**config.mk**
```make
export PLATFORM = sky130hd
export DESIGN_NAME = vga_frame_streamer
export DESIGN_NICKNAME = d
export VERILOG_FILES = /design/src/rtl/vga_frame_streamer.sv
export SDC_FILE = /design/constraint.sdc
export NUM_CORES = 1
export LEC_CHECK = 0
export BUFFER_PORTS_ARGS = -buffer_cell sky130_fd_sc_hd__clkbuf_2
export CAP_MARGIN = 20
export CORE_ASPECT_RATIO = 0.8
export CORE_MARGIN = 2
export CORE_UTILIZATION = 62
export CTS_CLUSTER_SIZE = 30
export DETAILED_ROUTE_END_ITERATION = 16
export MAX_ROUTING_LAYER = met4
export PLACE_DENSITY = 0.94
export SYNTH_ARGS = -nofsm -noshare
export SYNTH_HDL_FRONTEND = slang
export SYNTH_SLANG_ARGS = --single-unit
```
**constraint.sdc**
```tcl
create_clock -name vgaclk -period 5 [get_ports vgaclk]
set_input_delay 0.75 -clock vgaclk [delete_from_list [all_inputs] [get_ports vgaclk]]
set_output_delay 0.75 -clock vgaclk [all_outputs]
set_load 0.005 [all_outputs]
```
**src/rtl/vga_frame_streamer.sv**
```systemverilog
`default_nettype none
// ============================================================================
// Module   : vga_frame_streamer
// Brief    : VGA timing generator fused with a scaled frame-buffer readout.
// Revision : 1.0 - initial release
// ============================================================================
module vga_frame_streamer #(
    parameter int HACTIVE = 640,
    parameter int HFP     = 16,
    parameter int HSYNC   = 96,
    parameter int HBP     = 48,
    parameter int VACTIVE = 480,
    parameter int VFP     = 10,
    parameter int VSYNC   = 2,
    parameter int VBP     = 33,
    parameter int IMG_W   = 256,
    parameter int IMG_H   = 256,
    parameter int SCALE   = 1,
    parameter int X0      = 192,
    parameter int Y0      = 112,
    parameter int ADDR_W  = 18,
    parameter int RD_LAT  = 2
) (
    input  logic              vgaclk,
    input  logic              reset,
    input  logic              mode,
    input  logic [23:0]       border,
    input  logic [7:0]        q,
    output logic [ADDR_W-1:0] rdaddress,
    output logic              hsync,
    output logic              vsync,
    output logic              sync_b,
    output logic              blank_b,
    output logic [7:0]        red,
    output logic [7:0]        green,
    output logic [7:0]        blue,
    output logic              frame_start
);
    localparam int c_htotal = HACTIVE + HFP + HSYNC + HBP;
    localparam int c_vtotal = VACTIVE + VFP + VSYNC + VBP;
    localparam int c_xw     = $clog2(c_htotal);
    localparam int c_yw     = $clog2(c_vtotal);
    localparam int c_p      = RD_LAT + 2;
    localparam int c_win_w  = IMG_W * SCALE;
    localparam int c_win_h  = IMG_H * SCALE;

    logic [c_xw-1:0]   r_x;
    logic [c_yw-1:0]   r_y;
    logic [31:0]       w_xi;
    logic [31:0]       w_yi;
    logic              w_x_last;
    logic              w_y_last;
    logic              w_hs;
    logic              w_vs;
    logic              w_act;
    logic              w_win_x;
    logic              w_win_y;
    logic              w_win;
    logic              w_fs;
    logic [3:0]        r_hsub;
    logic [3:0]        r_vsub;
    logic [ADDR_W-1:0] r_col;
    logic [ADDR_W-1:0] r_line_base;
    logic [ADDR_W-1:0] r_rdaddress;
    logic              r_mode;
    logic [c_p-1:0]    r_hs_dl;
    logic [c_p-1:0]    r_vs_dl;
    logic [c_p-1:0]    r_act_dl;
    logic [c_p-1:0]    r_win_dl;
    logic [c_p-1:0]    r_fs_dl;
    logic [7:0]        r_red;
    logic [7:0]        r_green;
    logic [7:0]        r_blue;

    assign w_xi     = 32'(r_x);
    assign w_yi     = 32'(r_y);
    assign w_x_last = (w_xi == c_htotal - 1);
    assign w_y_last = (w_yi == c_vtotal - 1);
    assign w_hs     = !((w_xi >= HACTIVE + HFP) && (w_xi < HACTIVE + HFP + HSYNC));
    assign w_vs     = !((w_yi >= VACTIVE + VFP) && (w_yi < VACTIVE + VFP + VSYNC));
    assign w_act    = (w_xi < HACTIVE) && (w_yi < VACTIVE);
    assign w_win_x  = (w_xi >= X0) && (w_xi < X0 + c_win_w);
    assign w_win_y  = (w_yi >= Y0) && (w_yi < Y0 + c_win_h);
    assign w_win    = w_act && w_win_x && w_win_y;
    assign w_fs     = (r_x == '0) && (r_y == '0);

    always_ff @(posedge vgaclk or negedge reset) begin
        if (!reset) begin
            r_x <= '0;
            r_y <= '0;
        end else if (w_x_last) begin
            r_x <= '0;
            r_y <= w_y_last ? '0 : r_y + c_yw'(1);
        end else begin
            r_x <= r_x + c_xw'(1);
        end
    end

    // Counter state always describes the pixel currently at (r_x, r_y); the
    // frame clear happens on the last pixel so (0,0) already sees zeros.
    always_ff @(posedge vgaclk or negedge reset) begin
        if (!reset) begin
            r_hsub      <= '0;
            r_col       <= '0;
            r_vsub      <= '0;
            r_line_base <= '0;
        end else begin
            if (!w_win_x) begin
                r_hsub <= '0;
                r_col  <= '0;
            end else if (r_hsub == 4'(SCALE - 1)) begin
                r_hsub <= '0;
                r_col  <= r_col + ADDR_W'(1);
            end else begin
                r_hsub <= r_hsub + 4'd1;
            end

            if (w_x_last && w_y_last) begin
                r_vsub      <= '0;
                r_line_base <= '0;
            end else if (w_x_last && w_win_y) begin
                if (r_vsub == 4'(SCALE - 1)) begin
                    r_vsub      <= '0;
                    r_line_base <= r_line_base + ADDR_W'(IMG_W);
                end else begin
                    r_vsub <= r_vsub + 4'd1;
                end
            end
        end
    end

    always_ff @(posedge vgaclk or negedge reset) begin
        if (!reset) begin
            r_rdaddress <= '0;
            r_mode      <= 1'b0;
            r_hs_dl     <= '1;
            r_vs_dl     <= '1;
            r_act_dl    <= '0;
            r_win_dl    <= '0;
            r_fs_dl     <= '0;
        end else begin
            if (w_win) begin
                r_rdaddress <= r_line_base + r_col;
            end
            if (w_fs) begin
                r_mode <= mode;
            end
            r_hs_dl  <= {r_hs_dl[c_p-2:0], w_hs};
            r_vs_dl  <= {r_vs_dl[c_p-2:0], w_vs};
            r_act_dl <= {r_act_dl[c_p-2:0], w_act};
            r_win_dl <= {r_win_dl[c_p-2:0], w_win};
            r_fs_dl  <= {r_fs_dl[c_p-2:0], w_fs};
        end
    end

    // Stage c_p-2 of the delay line lines up with q for the same pixel.
    always_ff @(posedge vgaclk or negedge reset) begin
        if (!reset) begin
            {r_red, r_green, r_blue} <= '0;
        end else if (!r_act_dl[c_p-2]) begin
            {r_red, r_green, r_blue} <= '0;
        end else if (!r_win_dl[c_p-2]) begin
            {r_red, r_green, r_blue} <= border;
        end else if (!r_mode) begin
            {r_red, r_green, r_blue} <= {q, q, q};
        end else begin
            r_red   <= {q[7:5], q[7:5], q[7:6]};
            r_green <= {q[4:2], q[4:2], q[4:3]};
            r_blue  <= {4{q[1:0]}};
        end
    end

    assign rdaddress   = r_rdaddress;
    assign hsync       = r_hs_dl[c_p-1];
    assign vsync       = r_vs_dl[c_p-1];
    assign blank_b     = r_act_dl[c_p-1];
    assign frame_start = r_fs_dl[c_p-1];
    assign sync_b      = 1'b0;
    assign red         = r_red;
    assign green       = r_green;
    assign blue        = r_blue;

endmodule
`default_nettype wire

```
---- Yosys cells after proc, flatten, opt, wreduce, memory -nomap -nowiden ----
Index checks and enable logic that the tools add are counted.
storage, ports and cells
  input port bits ......................... 35
  register bits after elaboration ......... 126
cells by class
  magnitude comparators ................... 10
  eq/ne operators ......................... 3
  add/subtract/negate cells ............... 7
  multiplexer cells ....................... 21
  reductions and logical operators ........ 19
operators by type and width
  kind                   number
  $mux 18                5
  $mux 8                 8
  $lt 10x9->1 const B    4
  $add 10x1->10 const B  2
  $eq 10x10->1 const B   2
  $logic_not 10->1       2
  $lt 10x10->1 const B   2
  $mux 10                2
  $mux 4                 5
  $add 18x1->18 const B  1
  $add 18x18->18         1
  $add 18x9->18 const B  1
  $ge 10x10->1 const B   1
  $ge 10x7->1 const B    1
  $ge 10x8->1 const B    1
  $ge 10x9->1 const B    1
  $logic_and 1x1->1      10
  $add 4x1->4 const B    2
  $logic_not 4->1        2
  $mux 5                 1
  $reduce_bool 2->1      2
  $logic_not 1->1        2
  $ne 2x1->1 const B     1
  $reduce_and 2->1       1

---- Depth between registers and ports, before layout ----
Gate-level depths: netlist (run 1).
  depth after elaboration ................. 5
  mapped depth ............................ 8
  mapped depth without buffers ............ 7

---- Worst setup path before layout (run 1) ----
OpenSTA, ideal clock, no wires.
  kind .................................... register to register
  from .................................... reg r_line_base[11]
  to ...................................... reg r_rdaddress[17] (netlist: rdaddress[17])
  clock period less this slack ............ 1809 ps
  cell stages (with the launch flop) ...... 7
  setup time .............................. 121 ps
  arrival ................................. 1688 ps
  setup slack ............................. 3191 ps
  buffers on the path ..................... 0
  path through ............................ dfrtp_1 ha_1 a21oi_1 o22a_1 o311ai_0 xnor2_1 o21ai_1
between the ends
  cells in the longest elaborated chain, start to end .. 1
ends and longest elaborated chain
  item                      line  source
  start: declaration        63    logic [ADDR_W-1:0] r_line_base;
  start signal: assignment  124   r_line_base <= r_line_base + ADDR_W'(IMG_W);
  $add 18x18->18            143   r_rdaddress <= r_line_base + r_col;
  end signal: assignment    143
  end: declaration          64    logic [ADDR_W-1:0] r_rdaddress;
Every way passes these cells.
A chain may end at the register's enable or synchronous reset.

---- Worst setup path in the final report (run 1) ----
  from .................................... reg r_x[5]
  to ...................................... reg r_y[7]
between the ends
  cells in the longest elaborated chain, start to end .. 1
ends and longest elaborated chain
  item                      line  source
  start: declaration        47    logic [c_xw-1:0] r_x;
  start signal: assignment  95    r_x <= r_x + c_xw'(1);
  $eq 10x10->1              77    assign w_x_last = (w_xi == c_htotal - 1);
  end signal: assignment    93    r_y <= w_y_last ? '0 : r_y + c_yw'(1);
  end: declaration          48    logic [c_yw-1:0] r_y;
Every way passes these cells.

==> impl_metrics.py, run 1 <==
metrics = {
    "detailed_routing": {
        "vias_per_cell": 6.87,
        "drtIter0Drc": 937,
        "drc": 0,
        "first_pass_iters": 8,
        "wl_per_cell_um": 23.0,
        "num_vias": 5300,
        "wirelength_um": 17700,
        "antenna_left": 0,
    },
    "place": {
        "dp_hpwl_um": 9010,
        "port_buffers": 80,
        "place.gp.congestion": 0.912,
    },
    "clock_tree": {
        "cts_tree": "built",
        "path_clk_slew_ps": 70,
        "cts_max_level": 4,
        "cts_setup_buffers": 0,
        "hold_buffers": 0,
        "cts_buffers": 17,
        "clk_latency_ps": 430,
        "clkSinkCount": 118,
        "cts.root.buffer_cell": "clkbuf_16",
        "cts_buffer_depth": 2,
        "cts_resized": 0,
    },
    "sta": {
        "tns_ps": 0,
        "finalHoldViolations": 0,
        "relSlewSlack_pct": 34.0,
        "fmax_mhz": 374,
        "finalMaxSlewViolations": 0,
        "skew_ps": 14.6,
        "period_needed_ps": 2670,
        "setup_violations": 0,
        "worst_pin_slew_ps": 985,
        "rsz0062_at_grt": "no",
        "finalCritPeriodShare_pct": 53.5,
    },
    "grt": {
        "antenna_found_initial": 0,
        "grt_overflow_total": 0,
        "grt_use_total_pct": 34.5,
        "grt_max_degree": 61,
        "grt_pass1_vias": 4939,
        "grt_first_pass_wirelength_um": 26500,
    },
    "power_and_ir_drop": {
        "powerDensity_mw_per_mm2": 343,
        "switching_power_mw": 0.570,
        "peakVddDrop_v": 0.000372,
        "p_int_mw": 1.79,
        "p_seq_share_pct": 41.2,
        "p_comb_share_pct": 3.1,
        "switching_share_pct": 24.2,
        "clkPwrFrac_pct": 55.6,
        "leakagePower_nw": 3.12,
    },
    "yosys": {
        "yosysSeqAreaShare_pct": 51.2,
        "synth.distinct_cells": 60,
        "ys_ff_latch": 118,
        "synth_ff_type": "dfrtp_1",
        "syn_inst": 568,
        "syn_avg_cell_area_um2": 10.2,
        "synth.cell_area_mm2": 0.00579,
        "asyncSetResetFlopFracSynth_pct": 100,
        "synth_edf_count": 0,
        "ys_warn_count": 0,
    },
    "setup_path": {
        "cp_slowest_stage_delay_ps": 700,
        "worstPathArrival_ps": 2980,
        "path_cells": "nor4b_2, and4_1, nand4_1, nor2_1, mux2_2",
        "timing.rr.end": "r_y[7]",
        "crit_slowest_cell": "and4_1",
        "criticalPathCategory": "reg -> reg",
        "cp_max_fo": 20,
        "reg2reg_depth": 5,
        "rrSetupSlack_ps": 2330,
        "worst_r2r_startpoint": "r_x[5]",
        "critPathRequiredTime_ps": 5310,
        "end_kind": "register",
        "crit_buf_inv": 0,
        "cp-start-kind": "register",
        "path_delay_family": "simple AND/OR/NAND/NOR gates",
    },
    "status": {
        "run_status": "finished, final reports clean",
    },
    "die": {
        "die_h_um": 90.4,
        "io_pins": 82,
        "die_area_mm2": 0.0101,
        "std_cell_rows": 31,
        "die_x_um": 112,
        "start_util_pct": 63.7,
        "core_region_area_mm2": 0.00908,
    },
    "layout": {
        "area_delta_synth_final_pct": 18.9,
        "final_cell_mix": "dfrtp_1 (110), clkbuf_2 (79), nand2_1 (49)",
        "final_common_cell": "dfrtp_1",
        "postLayoutCoreUtil_pct": 75.8,
        "drive_gt1_share_pct": 21.3,
        "n_fill_cell": 475,
        "final_nets": 700,
        "num_antenna_cells": 0,
    },
    "hold_path": {
        "hp-start": "r_win_dl[1]",
        "hold_path_class": "reg -> reg",
        "hold_depth": 0,
        "holdPathEnd": "r_win_dl[2]",
    },
    "flow_run": {
        "drv_cap": 0,
    },
}
[state kept, by name, indices dropped and copies added, names as in the netlist, 8 cells and up]
signal and count:
r_col 18, green 8, r_y 10, blue 8, rdaddress 18, r_x 10, red 8, r_line_base 10
[Yosys cell counts (all sizes together) (2+ instances only)]
library cell | n | area, um2
dfrtp | 110 | 2750
o21ai | 57 | 285
nand2 | 49 | 184
a21oi | 42 | 210
nor2 | 38 | 145
xor2 | 23 | 201
ha | 21 | 263
nand3 | 20 | 100
nor2b | 19 | 119
xnor2 | 19 | 166
nand4 | 18 | 119
buf | 17 | 101
inv | 16 | 60.1
and3 | 12 | 75.1
clkbuf | 11 | 41.3
mux2i | 10 | 100
nor4 | 9 | 77.6
dfstp | 8 | 210
nor3 | 8 | 45.0
mux2 | 7 | 90.1
a31oi | 6 | 37.5
o31ai | 6 | 45.0
a21o | 5 | 37.5
and2 | 4 | 25.0
and4 | 4 | 35.0
a41oi | 3 | 26.3
nor4b | 3 | 47.5
nor3b | 2 | 15.0
o211ai | 2 | 15.0
or2 | 2 | 12.5
[layer usage]
layer / vias up / track usage [%] / part of all wire (%)
met5: - / - / 0
li1: 2169 / - / -
met4: 0 / 16.0 / 7.0
met3: 153 / 7.52 / 11
met1: 2481 / 42.6 / 36
met2: 497 / 55.0 / 46
[stage by stage]
stage	cell area [um2]	hold slack [ps]	cells	total power, mW	setup slack, ps
final	6880	346	772	2.36	2330
after global routing	6880	346	772	2.41	2250
after CTS	6830	343	770	2.35	2410
after detailed placement	6210	337	738	1.06	2540
after global placement	6210	332	738	1.05	2620
after floorplan	5790	331	569	1.01	3190
[area by class of cell]
class                           instances  area, um2  share of cell area [%]
Timing Repair Buffer                   84        473                    6.87
Tap cell                              115        144                    2.09
Inverter                               16       60.1                   0.873
Sequential cell                       118       2960                    43.1
Multi-Input combinational cell        407       2620                    38.1
Clock inverter                         15        193                    2.80
Clock buffer                           17        425                    6.18
[kinds of logic after synthesis]
group / synth area share, %
other cells: 0.0648
buf+inv: 3.50
simple gates: 18.1
fa+ha+maj: 4.54
flops: 51.2
xor+xnor: 6.36
mux: 3.29
compound gates: 12.9
[how the worst max path moves through the flow]
stage	from	end	cells after the start
3_3_place_gp	r_x[8]	rdaddress[0]	5
6_report	r_x[5]	r_y[7]	5
5_1_grt	r_x[5]	r_y[7]	5
3_5_place_dp	r_x[8]	rdaddress[0]	5
2_1_floorplan	r_line_base[11]	rdaddress[17]	6
4_1_cts	r_x[5]	r_y[7]	5
[power by group through the flow]
stage / Sequential (mW) / Combinational (mW) / Clock [mW]
floorplan: 0.988 / 0.0195 / 0
global placement: 0.988 / 0.0658 / 0
detailed placement: 0.989 / 0.0686 / 0
CTS: 0.972 / 0.0725 / 1.30
global route: 0.973 / 0.0820 / 1.35
finish: 0.973 / 0.0743 / 1.31
(Power assumes the default switching activity.)
==> inputs of run 2 (changes only) <==
CORE_UTILIZATION = 52   (was 62)
PLACE_DENSITY = 0.85   (was 0.94)
clock period = 2.2 ns   (was 5 ns; I/O delays follow)
==> run 2 against run 1 <==
- critical path depth grew 2
- clock skew shrank 3.9 ps
- worst setup slack got worse by 2200 ps
- final area is 1.2% higher
- die area rose by 18%
- global-route usage is 10 points lower
- total power up 110%
- utilization is 12 points lower
- register-to-register slack lost 2200 ps
- critical path type unchanged
==> impl_metrics.py, run 2 (synthesis results as in run 1) <==
metrics = {
    "status": {
        "run_status": "finished, final reports clean",
    },
    "hold_path": {
        "hold_path_class": "in -> reg",
        "holdPathEnd": "r_mode",
        "hold_depth": 2,
        "hp-start": "mode",
    },
    "die": {
        "io_pins": 82,
        "die_area_mm2": 0.0120,
        "start_util_pct": 53.3,
        "core_region_area_mm2": 0.0108,
        "std_cell_rows": 34,
        "die_x_um": 122,
        "die_h_um": 98.3,
    },
    "clock_tree": {
        "path_clk_slew_ps": 60,
        "cts_tree": "built",
        "clkSinkCount": 118,
        "clk_latency_ps": 410,
        "cts_setup_buffers": 0,
        "cts_max_level": 4,
        "cts_buffers": 17,
        "cts_buffer_depth": 2,
        "cts.root.buffer_cell": "clkbuf_16",
    },
    "grt": {
        "grt_max_degree": 49,
        "met3_usage_pct": 4.85,
        "grt_overflow_total": 0,
        "met1_usage_pct": 30.4,
        "grt_pass1_vias": 4580,
        "grt_use_total_pct": 24.2,
        "antenna_found_initial": 0,
        "grt-busiest-layer": "met2",
        "grt_first_pass_wirelength_um": 22300,
        "grtUsageMet2_pct": 38.4,
    },
    "place": {
        "dp_hpwl_um": 9290,
        "place_area_mm2": 0.00637,
        "pre_cts_ws_ps": 134,
        "port_buffers": 80,
        "place.gp.congestion": 0.961,
    },
    "power_and_ir_drop": {
        "clkPwrFrac_pct": 52.8,
        "p_seq_share_pct": 43.9,
        "peakVddDrop_v": 0.000569,
        "p_comb_share_pct": 3.2,
        "switching_share_pct": 23.7,
        "leakagePower_nw": 3.15,
        "p_int_mw": 3.84,
        "switching_power_mw": 1.19,
        "powerDensity_mw_per_mm2": 722,
    },
    "sta": {
        "fmax_mhz": 472,
        "rsz0062_at_grt": "no",
        "tns_ps": 0,
        "setup_violations": 0,
        "finalHoldViolations": 0,
        "finalMaxSlewViolations": 0,
        "relSlewSlack_pct": 49.0,
        "finalCritPeriodShare_pct": 96.2,
        "setup_slack_ps": 82.9,
        "worst_pin_slew_ps": 765,
        "skew_ps": 10.8,
        "period_needed_ps": 2120,
    },
    "layout": {
        "area_delta_synth_final_pct": 20.3,
        "final_nets": 713,
        "final_common_cell": "dfrtp_1",
        "design_area_mm2": 0.00696,
        "final_cell_mix": "dfrtp_1 (110), clkbuf_2 (79), nand2_1 (49)",
        "drive_gt1_share_pct": 22.7,
        "num_antenna_cells": 0,
        "postLayoutCoreUtil_pct": 64.2,
    },
    "setup_path": {
        "worst_r2r_startpoint": "r_hsub[0]",
        "worstPathArrival_ps": 2410,
        "critPathRequiredTime_ps": 2490,
        "path_delay_family": "simple AND/OR/NAND/NOR gates",
        "crit_slowest_cell": "nor3_2",
        "cp-start-kind": "register",
        "rrSetupSlack_ps": 80,
        "cp_slowest_stage_delay_ps": 460,
        "timing.rr.end": "r_col[7]",
        "criticalPathCategory": "reg -> reg",
        "crit_buf_inv": 1,
        "path_cells": "inv_1, ha_1, or3b_1, nor3_2, nand4_1, xor2_1, nor2_1",
        "end_kind": "register",
        "cp_max_fo": 7,
        "path_depth": 7,
        "reg2reg_depth": 7,
    },
    "detailed_routing": {
        "num_vias": 4736,
        "antenna_left": 0,
        "first_pass_iters": 6,
        "drtIter0Drc": 547,
        "wl_per_cell_um": 16.4,
        "drc": 0,
        "vias_per_cell": 5.82,
        "wirelength_um": 13400,
    },
    "flow_run": {
        "drv_cap": 0,
    },
}
run 2: cell types whose count changed in the layout (fill, tap and decap cells not counted), sizes merged:
cell | before | now
dlygate4sd3 | 0 | 1
clkinvlp | 1 | 2
clkinv | 5 | 6
buf | 5 | 17
bufinv | 3 | 1
run 2: area by class of cell:
cell class	count	area, um2
fillers	775	3890
flip-flops and latches	118	2960
multi-input cells	407	2630
repair buffers	97	558
clock buffers	17	425
well taps	144	180
clock inverters	15	143
inverters	16	60.1
run 2: power groups by stage:
stage | Combinational (mW) | Sequential (mW) | Clock (mW)
floorplan | 0.0443 | 2.25 | 0
global placement | 0.158 | 2.25 | 0
detailed placement | 0.162 | 2.25 | 0
CTS | 0.167 | 2.21 | 2.68
global route | 0.186 | 2.21 | 2.80
finish | 0.163 | 2.21 | 2.65
run 2: worst register-to-register path: stages (launching register included):
cell and delay, ps:
dfrtp_1 410, inv_1 70, ha_1 150, or3b_1 440, nor3_2 460, nand4_1 200, xor2_1 220, nor2_1 60
run 2: worst max path at each step:
stage / startpoint / to / slack, ps
floorplan: r_line_base[11] / rdaddress[17] / 390
CTS: r_hsub[0] / r_col[7] / 130
global route: r_hsub[0] / r_col[7] / 20
detailed placement: r_hsub[0] / r_col[7] / 130
global placement: r_line_base[11] / rdaddress[17] / 250
finish: r_hsub[0] / r_col[7] / 80
run 2: through the flow:
stage          total power [mW]  hold slack [ps]  instances
3_3_place_gp               2.40              332        781
5_1_grt                    5.19              150        814
4_1_cts                    5.06              154        814
3_5_place_dp               2.41              336        781
2_1_floorplan              2.29             34.4        569
6_report                   5.03              162        814
run 2: repair_timing:
item | CTS | global route
gates resized for setup | 0 | 1
hold buffers | 1 | 0
setup endpoints to repair | 0 | 2
endpoints found under the hold margin | 36 | 0
run 2: layer usage:
metal  vias up  wire, um  part of all wire [%]
met5         -         0                     0
met4         0       253                   1.9
met3        28       890                   6.7
met2       212      6490                    49
met1      2302      5730                    43
li1       2194         -                     -
